**config.mk**
```make
export PLATFORM = sky130hd
export DESIGN_NAME = psum_accumulator
export DESIGN_NICKNAME = d
export VERILOG_FILES = /design/src/rtl/psum_accumulator.sv
export SDC_FILE = /design/constraint.sdc
export NUM_CORES = 1
export LEC_CHECK = 0
export CORE_UTILIZATION = 50
export DETAILED_ROUTE_END_ITERATION = 7
export PLACE_DENSITY = 0.67
export SLEW_MARGIN = 30
export SYNTH_ARGS = -nofsm -noshare
export SYNTH_HDL_FRONTEND = slang
export SYNTH_SLANG_ARGS = --single-unit
```
**constraint.sdc**
```tcl
create_clock -name clk -period 5.6 [get_ports clk]
set_input_delay 0.56 -clock clk [delete_from_list [all_inputs] [get_ports clk]]
set_output_delay 0.56 -clock clk [all_outputs]
set_load 0.01 [all_outputs]
```
**src/rtl/psum_accumulator.sv**
```systemverilog
// Column-bottom partial-sum accumulator: sums psum beats over several weight
// tiles into a per-row buffer, then drains the finished rows over valid/ready.
module psum_accumulator #(
    parameter int PSUM_WIDTH = 32,
    parameter int ACC_WIDTH  = 32,
    parameter int DEPTH      = 16,
    parameter int TILE_WIDTH = 8
) (
    input  logic                  clk,
    input  logic                  rst_n,
    input  logic                  start_i,
    input  logic [TILE_WIDTH-1:0] num_tiles_i,
    input  logic [PSUM_WIDTH-1:0] psum_i,
    input  logic                  psum_en_i,
    output logic [ACC_WIDTH-1:0]  out_data_o,
    output logic                  out_valid_o,
    input  logic                  out_ready_i,
    output logic                  busy_o,
    output logic                  done_o
);

    localparam int PTR_W = (DEPTH > 1) ? $clog2(DEPTH) : 1;
    localparam logic [PTR_W-1:0] LAST_ROW = PTR_W'(DEPTH - 1);

    typedef enum logic [1:0] {
        IDLE  = 2'd0,
        ACCUM = 2'd1,
        DRAIN = 2'd2
    } state_t;

    state_t                state_reg, state_next;
    logic [PTR_W-1:0]      row_ptr_reg, row_ptr_next;
    logic [PTR_W-1:0]      rd_ptr_reg, rd_ptr_next;
    logic [TILE_WIDTH-1:0] tile_ptr_reg, tile_ptr_next;
    logic [TILE_WIDTH-1:0] num_tiles_reg, num_tiles_next;
    logic                  done_reg, done_next;
    logic                  acc_we;

    logic [ACC_WIDTH-1:0]  acc_buf [DEPTH];
    logic [ACC_WIDTH-1:0]  psum_ext;
    logic [ACC_WIDTH-1:0]  acc_sum;

    assign psum_ext = ACC_WIDTH'(psum_i);
    // The first tile overwrites the row, so the buffer never needs clearing.
    assign acc_sum  = (tile_ptr_reg == '0) ? psum_ext : acc_buf[row_ptr_reg] + psum_ext;

    always_comb begin
        state_next     = state_reg;
        row_ptr_next   = row_ptr_reg;
        rd_ptr_next    = rd_ptr_reg;
        tile_ptr_next  = tile_ptr_reg;
        num_tiles_next = num_tiles_reg;
        done_next      = 1'b0;
        acc_we         = 1'b0;
        case (state_reg)
            IDLE: begin
                if (start_i && (num_tiles_i != '0)) begin
                    state_next     = ACCUM;
                    num_tiles_next = num_tiles_i;
                    row_ptr_next   = '0;
                    tile_ptr_next  = '0;
                    rd_ptr_next    = '0;
                end
            end
            ACCUM: begin
                if (psum_en_i) begin
                    acc_we = 1'b1;
                    if (row_ptr_reg == LAST_ROW) begin
                        row_ptr_next  = '0;
                        tile_ptr_next = tile_ptr_reg + TILE_WIDTH'(1);
                        if (tile_ptr_reg == num_tiles_reg - TILE_WIDTH'(1)) begin
                            state_next = DRAIN;
                        end
                    end else begin
                        row_ptr_next = row_ptr_reg + PTR_W'(1);
                    end
                end
            end
            DRAIN: begin
                if (out_ready_i) begin
                    if (rd_ptr_reg == LAST_ROW) begin
                        state_next  = IDLE;
                        rd_ptr_next = '0;
                        done_next   = 1'b1;
                    end else begin
                        rd_ptr_next = rd_ptr_reg + PTR_W'(1);
                    end
                end
            end
            default: state_next = IDLE;
        endcase
    end

    always_ff @(posedge clk) begin
        if (rst_n) begin
            state_reg     <= IDLE;
            row_ptr_reg   <= '0;
            rd_ptr_reg    <= '0;
            tile_ptr_reg  <= '0;
            num_tiles_reg <= '0;
            done_reg      <= 1'b0;
        end else begin
            state_reg     <= state_next;
            row_ptr_reg   <= row_ptr_next;
            rd_ptr_reg    <= rd_ptr_next;
            tile_ptr_reg  <= tile_ptr_next;
            num_tiles_reg <= num_tiles_next;
            done_reg      <= done_next;
        end
    end

    // Buffer storage carries no reset; writes are gated by the FSM only.
    always_ff @(posedge clk) begin
        if (!rst_n && acc_we) begin
            acc_buf[row_ptr_reg] <= acc_sum;
        end
    end

    assign out_valid_o = (state_reg == DRAIN);
    assign out_data_o  = (state_reg == DRAIN) ? acc_buf[rd_ptr_reg] : '0;
    assign busy_o      = (state_reg != IDLE);
    assign done_o      = done_reg;

endmodule

```
After elaboration in Yosys (flattened, before gate mapping)
Memories as Yosys holds them, arrays and structs flattened. A register that Yosys moved wholly into a read port is not among the register bits.
Index checks and enable logic that the tools add are counted.
{"block": "totals", "ff_bits": 27, "mem_count": 1, "ram_bits": 512, "out_inout_bits": 35, "in_bits": 45, "word_cells": 69}
{"name": "acc_buf", "depth": 16, "width": 32, "rd": 2, "rd_ports_with_merged_regs": 2, "wr": 1, "line": "39", "rtl": "logic [ACC_WIDTH-1:0] acc_buf [DEPTH];"}
{"block": "classes", "n_eq_ne": 11, "muxes": 29, "reduce_logical": 15, "add_sub_neg": 5, "n_bitwise": 2}
{"operator": "32-bit 2-to-1 mux", "n": 2}
{"operator": "4-bit 2-to-1 mux", "n": 9}
{"operator": "32-bit adder", "n": 1}
{"operator": "8-bit 2-to-1 mux", "n": 3}
{"operator": "4-bit one-hot mux with 2 select lines", "n": 2}
{"operator": "8-bit one-hot mux with 2 select lines", "n": 1}
{"operator": "2-bit 2-to-1 mux", "n": 6}
{"operator": "4-bit by 1-bit adder with 4-bit output (second input constant)", "n": 2}
{"operator": "8-bit by 1-bit adder with 8-bit output (second input constant)", "n": 1}
{"operator": "4-bit == test (second input constant)", "n": 2}
{"operator": "8-bit == test", "n": 1}
{"operator": "8-bit zero test", "n": 1}
{"operator": "2-bit != test (second input constant)", "n": 4}
{"operator": "8-bit nonzero test", "n": 1}
{"operator": "8-bit by 1-bit subtractor with 8-bit output (second input constant)", "n": 1}
{"operator": "2-bit one-hot mux with 3 select lines", "n": 1}
{"operator": "3-bit AND reduction", "n": 2}
{"operator": "6-bit AND reduction", "n": 1}
{"operator": "2-bit nonzero test", "n": 3}
{"operator": "1-bit 2-to-1 mux", "n": 5}
{"operator": "2-bit by 1-bit != test with 1-bit output (second input constant)", "n": 2}
{"operator": "4-bit AND reduction", "n": 1}
{"operator": "3-bit OR reduction", "n": 1}
{"operator": "2-bit by 1-bit == test with 1-bit output (second input constant)", "n": 1}
{"operator": "6 further kinds", "n": 8}

Logic depth before layout (Yosys ltp)
Gate-level depths: netlist of run 1.
{"block": "logic_depth", "depth_word": 6, "ltp_mapped": 15, "depth_no_buf": 12}

Worst setup path before layout of run 1
Ideal clock, no wire load.
{"block": "synth_timing", "kind": "register -> register", "startpoint": "register (tool-made name)", "endpoint": "memory acc_buf[0][25], data pin", "path_stages_with_launch": 14, "t_arrival_ns": 4.528, "setup_time_ns": 0.341, "t_required_ns": 5.259, "synth_period_minus_slack_ns": 4.869, "n_path_buf": 4, "path_slack_ns": 0.731, "cell_sequence": "dfxtp_1 -> buf_6 -> clkbuf_1 -> buf_2 -> mux4_2 -> mux4_2 -> ha_1 -> clkbuf_1 -> a2111oi_0 -> a221oi_1 -> o21ai_1 -> o21bai_1 -> o21a_1 -> o31ai_1"}
{"item": "end: declaration", "line": "39"}

==> impl.org, run 1 <==
** Worst hold path
- The worst hold path belongs to the class reg -> reg.

** Cells and area
- Layout overhead on the synthesized area :: 15.2%
- Measured on the finished design, the core utilization comes to 58.9%.
- Cells with a size suffix above 1 make up a little under a third of the layout.
- The repair_antennas step left the layout with diodes totalling 0.
- For this run, the post-layout net count is 1722.
- Area occupied by multi-input gates :: 0.0106 mm2
- After filler insertion, the fill cell instance count of the layout stands at 3874.
- Flip-flop count of the largest register, all copies and words added :: 512
- FF/Latch Area :: approximately 0.016 mm2

** CTS
- For this design, the CTS-stage hold fixing added 0 buffers.
- Clock-pin slew was measured on the worst setup and hold paths at 0.06 ns.
- # clock sinks :: ~550
- Maximum level of the CTS H-tree :: 2
- TritonCTS buffer count :: 58
- CTS-repair resized insts :: 0
- Post-CTS timing repair inserted 0 buffers for setup.
- Root Buffer Master :: sky130_fd_sc_hd__clkbuf_16
- TritonCTS clock tree :: done
- The clock reaches the later pin of the worst-skew pair after 0.63 ns.
- The longest clock path from root to sink contains 3 buffers.

** Yosys
- Prevailing post-synth register cell :: sky130_fd_sc_hd__edfxtp_1
- Async set-or-reset flop fraction in the synthesized netlist :: 0%
- The number of different library cells used by synthesis comes to 63.
- Most numerous cell in the Yosys netlist :: sky130_fd_sc_hd__edfxtp_1
- In this run, synthesis produced a sequential element count of 547.
- Post-synth design cell area :: 0.0271 mm2
- Cell type with the largest total area after synthesis :: sky130_fd_sc_hd__edfxtp_1
- Synth Instances :: 1516
- The Yosys step of the flow raised 0 warnings.
- Number of enable flip-flop cells after synthesis :: 512
- Seq/Total Area, Yosys :: 59.4%
- Cells taking the most area after synthesis :: sky130_fd_sc_hd__edfxtp_1, sky130_fd_sc_hd__mux4_2, sky130_fd_sc_hd__dfxtp_1, sky130_fd_sc_hd__ha_1, sky130_fd_sc_hd__a21oi_1
- In the synthesized netlist, the cells that appear most often are sky130_fd_sc_hd__edfxtp_1, sky130_fd_sc_hd__mux4_2, sky130_fd_sc_hd__nor2_1.
- The top cell type by area accounts for a little under three fifths of the synthesized area.
- Number of nets produced by synthesis :: ~1600
- A synthesized cell averages 17.9 um2.

** Worst setup path
- For this run, the slowest stage of the critical path takes roughly 0.57 ns.
- The critical path goes through buf_12 -> buf_4 -> mux4_2 -> mux4_2 -> ha_1 -> nand2_1 -> nor2_1 -> o211ai_1 -> a2111oi_0 -> buf_4 -> o21ai_1 -> or4_1 -> nand3_1.
- Endpoint type of the worst setup path :: flip-flop
- The worst setup path is launched from a flip-flop.
- Crit Path Class :: reg -> reg
- Data on the critical path arrives at its endpoint at about 5.4 ns.
- Cell with the biggest individual delay on the critical path :: sky130_fd_sc_hd__mux4_2
- At the worst endpoint, the required time is 5.95 ns.
- Maximum fanout along the worst path :: 43

** Placed design
- At the end of routability-driven placement, the weighted congestion stood at 0.898.
- During placement, the flow inserted port buffers numbering 79.
- Placement-stage worst setup slack :: roughly 0.50 ns
- Summed over all nets, the half-perimeter wirelength after detailed placement is 43400 um.

** GRT
- The number of antenna violations at the first check in global routing was 1.
- In the global route stage, overall resource usage came out at 26.2%.
- After global routing the overflow that remains totals 0.
- The number of global-route vias before repair came to between 15000 and 20000.
- The first global-routing pass estimated 105000 um of wire.
- Maximum number of pins on one net before global-route repair :: 65

** Die
- Initial cell density of the core :: between 50% and 60%
- Total die area :: 0.0551 mm2
- Site row count :: 84
- Die width :: 235 um
- During I/O placement, the number of pins put on the boundary was 80.
- Standard cell core area :: 0.0530 mm2
- In this run the vertical extent of the chip is 235 um.

** Timing
- Across all hold checks on the routed design, the worst slack comes to approximately 0.52 ns.
- For the pin with the worst max-slew slack, the measured transition is ~1 ns.
- Minimum clock period :: about 5 ns
- Setup repair after global routing left no endpoint under its margin.
- The count of pins over their slew limit came to 0.
- Worst setup margin :: 0.600 ns
- Final cycle utilization of the critical path :: 89.3%
- Maximum clock frequency :: 200 MHz
- After routing, the total negative slack on setup checks comes to 0 ns.
- The final number of hold-violating endpoints was 0.
- Worst slew margin relative to its limit :: 33.5%
- The clock arrives with 0.0312 ns of skew.
- Setup violations remaining at the end of the flow were counted as 0.

** Power
- The analysis attributes to cell leakage a power of 9.60 nW.
- Pwr/cell area :: around 290 mW/mm2
- The worst-case IR drop observed on VDD is 0.000207 V.

** Flow run
- Max-cap violations :: 0

** Drt
- After detailed routing, the total wire length is 71300 um.
- In the final routed layout, each cell accounts on average for 30.1 um.
- The detail route stage leaves a number of antenna-violating nets equal to 0.
- In the routed design, unresolved DRC markers number 0.
- The first routing iteration left 1910 violations.
- Summing over every cut layer, the via total after detailed routing is 15800.
- Pre-Repair DR Iteration Count :: 5
- In the routed layout, each cell is associated on average with a via count of 6.67.

** Outcome
- Result of the run :: completed
-- area by class of cell --
class | count | area share (%)
flip-flops and latches | 547 | 51.6
clock inverters | 45 | 1.38
clock buffers | 61 | 4.76
well taps | 688 | 2.76
inverters | 21 | 0.253
repair buffers | 164 | 5.10
multi-input cells | 845 | 34.1
-- per-layer routing --
metal / wire length (um) / track usage (%)
met3: 6400 / 5.38
met4: 2650 / 9.53
met5: 0 / 0
met1: 27900 / 35.9
met2: 34300 / 42.1
-- worst max-delay path, delay by kind of cell (launching register included) --
kind                     cells  cell delay (ns)
AND/OR/NAND/NOR              4             1.21
multiplexers                 2             1.09
buffers and inverters        3             0.92
AO/OA/AOI/OAI                3             0.66
adder cells (fa/ha/maj)      1             0.39
flip-flops                   1             0.38
-- cell usage in the layout (no fill, tap or decap), types with 9 or more instances in the layout --
| master | instances |
|---|---|
| sky130_fd_sc_hd__dfxtp_1 | 27 |
| sky130_fd_sc_hd__o21ai_1 | 12 |
| sky130_fd_sc_hd__nand4_1 | 10 |
| sky130_fd_sc_hd__mux2i_1 | 9 |
| sky130_fd_sc_hd__clkdlybuf4s50_1 | 79 |
| sky130_fd_sc_hd__xor2_1 | 17 |
| sky130_fd_sc_hd__and3_1 | 10 |
| sky130_fd_sc_hd__nand2_1 | 65 |
| sky130_fd_sc_hd__nor2_1 | 71 |
| sky130_fd_sc_hd__nand3_1 | 16 |
| sky130_fd_sc_hd__ha_1 | 39 |
| sky130_fd_sc_hd__xnor2_1 | 22 |
| sky130_fd_sc_hd__mux4_2 | 319 |
| sky130_fd_sc_hd__nor3_1 | 12 |
| sky130_fd_sc_hd__and2_1 | 34 |
| sky130_fd_sc_hd__clkinv_1 | 19 |
| sky130_fd_sc_hd__edfxtp_1 | 512 |
| sky130_fd_sc_hd__a21oi_1 | 59 |
| sky130_fd_sc_hd__o211ai_1 | 10 |
| sky130_fd_sc_hd__buf_4 | 74 |
| sky130_fd_sc_hd__nand2b_1 | 13 |
| sky130_fd_sc_hd__clkbuf_16 | 59 |
| sky130_fd_sc_hd__clkinv_2 | 10 |
| sky130_fd_sc_hd__inv_1 | 19 |
| sky130_fd_sc_hd__nor2_4 | 11 |
| sky130_fd_sc_hd__o21ai_0 | 21 |
-- power by group --
part | leakage (nW) | internal [mW] | switching [mW] | total, mW
Clock | 0.923 | 2.28 | 1.64 | 3.91
Sequential | 4.89 | 4.51 | 0.0128 | 4.53
Combinational | 3.78 | 0.263 | 0.366 | 0.629
Total | 9.60 | 7.05 | 2.02 | 9.07
-- cells by family after synthesis --
| logic type | count (synthesis) | synth area share [%] |
|---|---|---|
| flip-flops | 547 | 59.4 |
| multiplexers | 329 | 27.0 |
| AND/OR/NAND/NOR | 270 | 4.85 |
| AO/OA/AOI/OAI | 167 | 3.83 |
| buffers and inverters | 124 | 1.80 |
| adder cells (fa/ha/maj) | 40 | 1.88 |
| XOR/XNOR | 39 | 1.26 |
-- per-stage QoR --
step                area [um2]  total power [mW]  std cells
floorplan                27100              5.03       1516
global placement         29100              5.22       2260
detailed placement       29200              5.23       2265
CTS                      31200              9.10       2371
global route             31200              9.29       2371
finish                   31200              9.07       2371
-- path summary, 6_finish.rpt --
kind | from | end | slack (ns) | cells past startpoint
worst min-delay path | rd_ptr_reg[1] | flip-flop | 0.52 | 2
worst min register to register | rd_ptr_reg[1] | flip-flop | 0.52 | 2
worst max register to register | flip-flop | acc_buf[0][30] | 0.60 | 13
worst max-delay path | flip-flop | acc_buf[0][30] | 0.60 | 13
No activity file was read; power rests on OpenSTA's default activity.
==> run 2: changes to the inputs <==
ABC_AREA = 1   (was default)
CORE_ASPECT_RATIO = 1.4   (was default)
==> impl.org, run 2 <==
** Die
- Die height :: 288 um (+23%)
- The initial standard-cell utilization of the core was 50.6% (-0.47 points).
- Standard cell core area :: 0.0575 mm2 (+8.6%)
- The total I/O pin count came to 80 (unchanged).
- The site row count came to 104 (+24%).
- The die width was 206 um (-12%).
- Total die area :: 0.0592 mm2 (+7.5%)

** CTS
- Clock-pin slew of the registers on the worst-case setup and hold paths :: 0.06 ns (about the same)
- TritonCTS buffer count :: 53 (-8.6%)
- # clock sinks :: 547 (unchanged)
- CTS placed an instance of sky130_fd_sc_hd__clkbuf_16 at the clock tree root.
- Maximum level of the CTS H-tree :: 2 (unchanged)
- The post-CTS resize count is 0 (unchanged).
- Post-CTS setup buffers :: 0 (unchanged)
- Number of buffers on the longest clock path :: 3 (unchanged)
- TritonCTS built the clock tree.
- Clock latency at the later pin of the worst-skew pair :: 0.62 ns (about the same)
- CTS Hold Buffers Added :: 0 (unchanged)

** Cells and area
- The layout cell share with drive strength beyond 1 is 6.35% (-25 points).
- The area growth from synthesis to layout is 10.8%.
- Leading cell types in the layout, fill and taps excluded :: sky130_fd_sc_hd__o21ai_0, sky130_fd_sc_hd__edfxtp_1, sky130_fd_sc_hd__a21oi_1
- The filler-free cell count of the finished design was 3941 (+66%).
- Most common cell after layout, fill and taps aside :: sky130_fd_sc_hd__o21ai_0
- Flip-flop count of the largest register, all copies and words added :: 512 (unchanged)
- The total inserted antenna cells was 0 (unchanged).
- Net count reported at finish :: 3240 (+88%)

** GRT
- Overall Global Routing Usage :: 32.6% (+6.4 points)
- The number of global-route vias before repair is 24400 (+53%).
- Wire length of the first global-routing pass :: 144000 um (+38%)
- The pin count of the biggest net entering global routing was 193 (+200%).
- The number of antenna violations at the first check in global routing is 1 (unchanged).
- The total global routing overflow was 0 (unchanged).

** Drt
- The routed length per placed instance is 24.7 um (-18%).
- Total wire length after detailed routing :: 97300 um (+37%)
- Pre-Repair DR Iteration Count :: 6 (+1)
- The average vias per placed instance came to 6.33 (-5.2%).
- The via count was 24900 (+58%).
- The number of DRC violations after detailed routing came to 0 (unchanged).
- Drt initial violations :: 2676 (+40%)
- Antenna viol nets, final :: 0 (unchanged)

** Yosys
- The number of synthesized register bits is 547 (unchanged).
- Adder-cell share of the synthesized area :: 1.74% (-0.13 points)
- Number of enable flip-flop cells after synthesis :: 512 (unchanged)
- Combinational family with the most area after synthesis :: compound AO/OA/AOI/OAI gates
- Multiplexer share of the synthesized area :: 0% (-27 points)
- Synthesized area divided by synthesized cell count :: 9.17 um2 (-49%)
- The post-synthesis async set-or-reset flop share is 0% (unchanged).
- The count of warnings emitted by yosys came to 0 (unchanged).
- Post-synth design cell area :: 0.0291 mm2 (+7.6%)
- Summed over all instances, the cell type with the most area after synthesis is sky130_fd_sc_hd__edfxtp_1.
- Synth Area in Simple Gates :: 12.1% (+7.2 points)
- Cells taking the most area after synthesis :: sky130_fd_sc_hd__edfxtp_1, sky130_fd_sc_hd__o21ai_0, sky130_fd_sc_hd__a21oi_1, sky130_fd_sc_hd__nand2_1, sky130_fd_sc_hd__inv_1
- After synthesis, the most frequently instantiated cells are sky130_fd_sc_hd__o21ai_0, sky130_fd_sc_hd__edfxtp_1, sky130_fd_sc_hd__a21oi_1.
- The area share of the largest cell type after synthesis was 52.8% (-4.0 points).
- Distinct cells, synth :: 49 (-22%)
- Xor and xnor fraction of the mapped netlist area :: 0.662% (-0.60 points)
- Prevailing post-synth register cell :: sky130_fd_sc_hd__edfxtp_1
- Among all cell types in the netlist, the one instantiated most often is sky130_fd_sc_hd__o21ai_0.
- Synth Instances :: 3173 (+110%)
- The register area share after synthesis came to 55.2% (-4.2 points).
- The share of the synthesized area in compound gates (AO/OA/AOI/OAI) was 22.4% (+19 points).
- Number of nets produced by synthesis :: 3258 (+100%)

** Power
- Leakage component of the power :: 11.4 nW (+18%)
- Worst vdd ir :: 0.000263 V (+27%)
- Pwr/cell area :: 307 mW/mm2 (+5.4%)

** Worst setup path
- Arrival time worst endpoint :: 4.07 ns (-1.28 ns)
- The worst-path maximum fanout is 80 (+86%).
- The worst setup path is launched from a flip-flop.
- The worst setup path is captured at an output port.
- Reg-to-reg slack, setup :: 1.19 ns (+0.59 ns)
- Crit Path Class :: reg -> out
- The depth of the worst register-to-register path was 16 (+3).
- The data required time at the worst endpoint is 5.04 ns (-0.91 ns).
- The endpoint identified for the worst register-to-register timing path is acc_buf[10][20].

** Timing
- Setup repair after global routing left no endpoint under its margin.
- Minimum clock period :: 4.63 ns (-0.368 ns)
- The final sum of negative setup slack is 0 ns (unchanged).
- Maximum clock frequency :: 216 MHz (+7.9%)
- Final hold slack :: 0.480 ns (-0.0404 ns)
- The post-route fraction of the period consumed by the critical path was 82.7% (-6.6 points).
- Measured slew at the worst slew-check pin :: 1.02 ns (+0.0209 ns)
- The final worst clock skew was 0.0246 ns (-0.00662 ns).
- The count of pins over their slew limit was 0 (unchanged).
- Count of final setup violators :: 0 (unchanged)
- The final number of hold-violating endpoints is 0 (unchanged).
- Worst slew margin relative to its limit :: 32.1% (-1.4 points)

** Worst hold path
- For hold timing, the worst endpoint is num_tiles_reg[7].
- Cells on Worst Hold Path :: 2 (unchanged)
- In this run the most critical hold path is launched from num_tiles_reg[7].
- The path class of the tightest hold or removal check is reg -> reg.

** Outcome
- Result of the run :: completed

** Placed design
- Number of buffer cells added on primary ports :: 79 (unchanged)
- The final HPWL from detailed placement came to 58500 um (+35%).
- The global placer's final weighted congestion was 0.962 (+7.1%).
- The number of placed instances, taps included came to 3842 (+70%).

** Flow run
- The total of max-cap violations came to 0 (unchanged).
## run 2: cell type report
class / instances / area, um2
Clock buffer: 65 / 1380
Clock inverter: 34 / 347
Fill cell: 4980 / 25300
Inverter: 313 / 1180
Multi-Input combinational cell: 2091 / 10900
Sequential cell: 547 / 16100
Tap cell: 742 / 928
Timing Repair Buffer: 149 / 1460
## run 2: cell families (layout without fill, tap and decap cells)
family	Yosys count	after routing
adder cells (fa/ha/maj)	40	40
buffers and inverters	535	561
AO/OA/AOI/OAI	1193	1193
XOR/XNOR	22	22
AND/OR/NAND/NOR	836	836
flip-flops	547	547
## run 2: power breakdown
part | total [mW] | internal, mW | switching [mW]
clock | 3.64 | 2.04 | 1.60
combinational | 1.66 | 0.522 | 1.14
sequential | 4.58 | 4.53 | 0.0473
total | 9.89 | 7.10 | 2.79
## run 2: how the worst max path moves through the flow
stage	startpoint	endpoint	slack [ns]	cells after the start
finish	flip-flop	out_data_o[13]	0.97	6
floorplan	state_reg[0]	acc_buf[11][0]	1.85	8
global route	flip-flop	out_data_o[13]	0.82	6
detailed placement	flip-flop	acc_buf[1][20]	1.22	16
global placement	flip-flop	acc_buf[1][20]	1.27	16
CTS	flip-flop	out_data_o[13]	0.97	6
## run 2: layer usage
metal | vias up | GRT usage (%) | share of wire, %
met3 | 300 | 5.16 | 10
met5 | - | 0 | 0.016
li1 | 11300 | - | -
met2 | 1496 | 54.1 | 48
met1 | 11900 | 41.2 | 37
met4 | 2 | 16.8 | 4.9
## run 2: stage by stage
step                      power [mW]  instance area (um2)  worst slack [ns]  utilization [%]
final                           9.89                32300             0.968             56.1
after floorplan                 5.81                29100              1.85                -
after global routing            10.2                32300             0.817             56.1
after detailed placement        6.30                30500              1.22             53.1
after global placement          6.25                30500              1.27             52.9
after CTS                       9.88                32300             0.970             56.1
## run 2: worst max-delay path, cell delays in order, from the launching register on
cell                              delay [ns]
sky130_fd_sc_hd__dfxtp_4                0.86
sky130_fd_sc_hd__buf_4                  0.72
sky130_fd_sc_hd__o21ai_0                0.20
sky130_fd_sc_hd__nand3_1                0.14
sky130_fd_sc_hd__o211ai_1               0.10
sky130_fd_sc_hd__a21oi_1                0.65
sky130_fd_sc_hd__clkdlybuf4s50_1        0.68
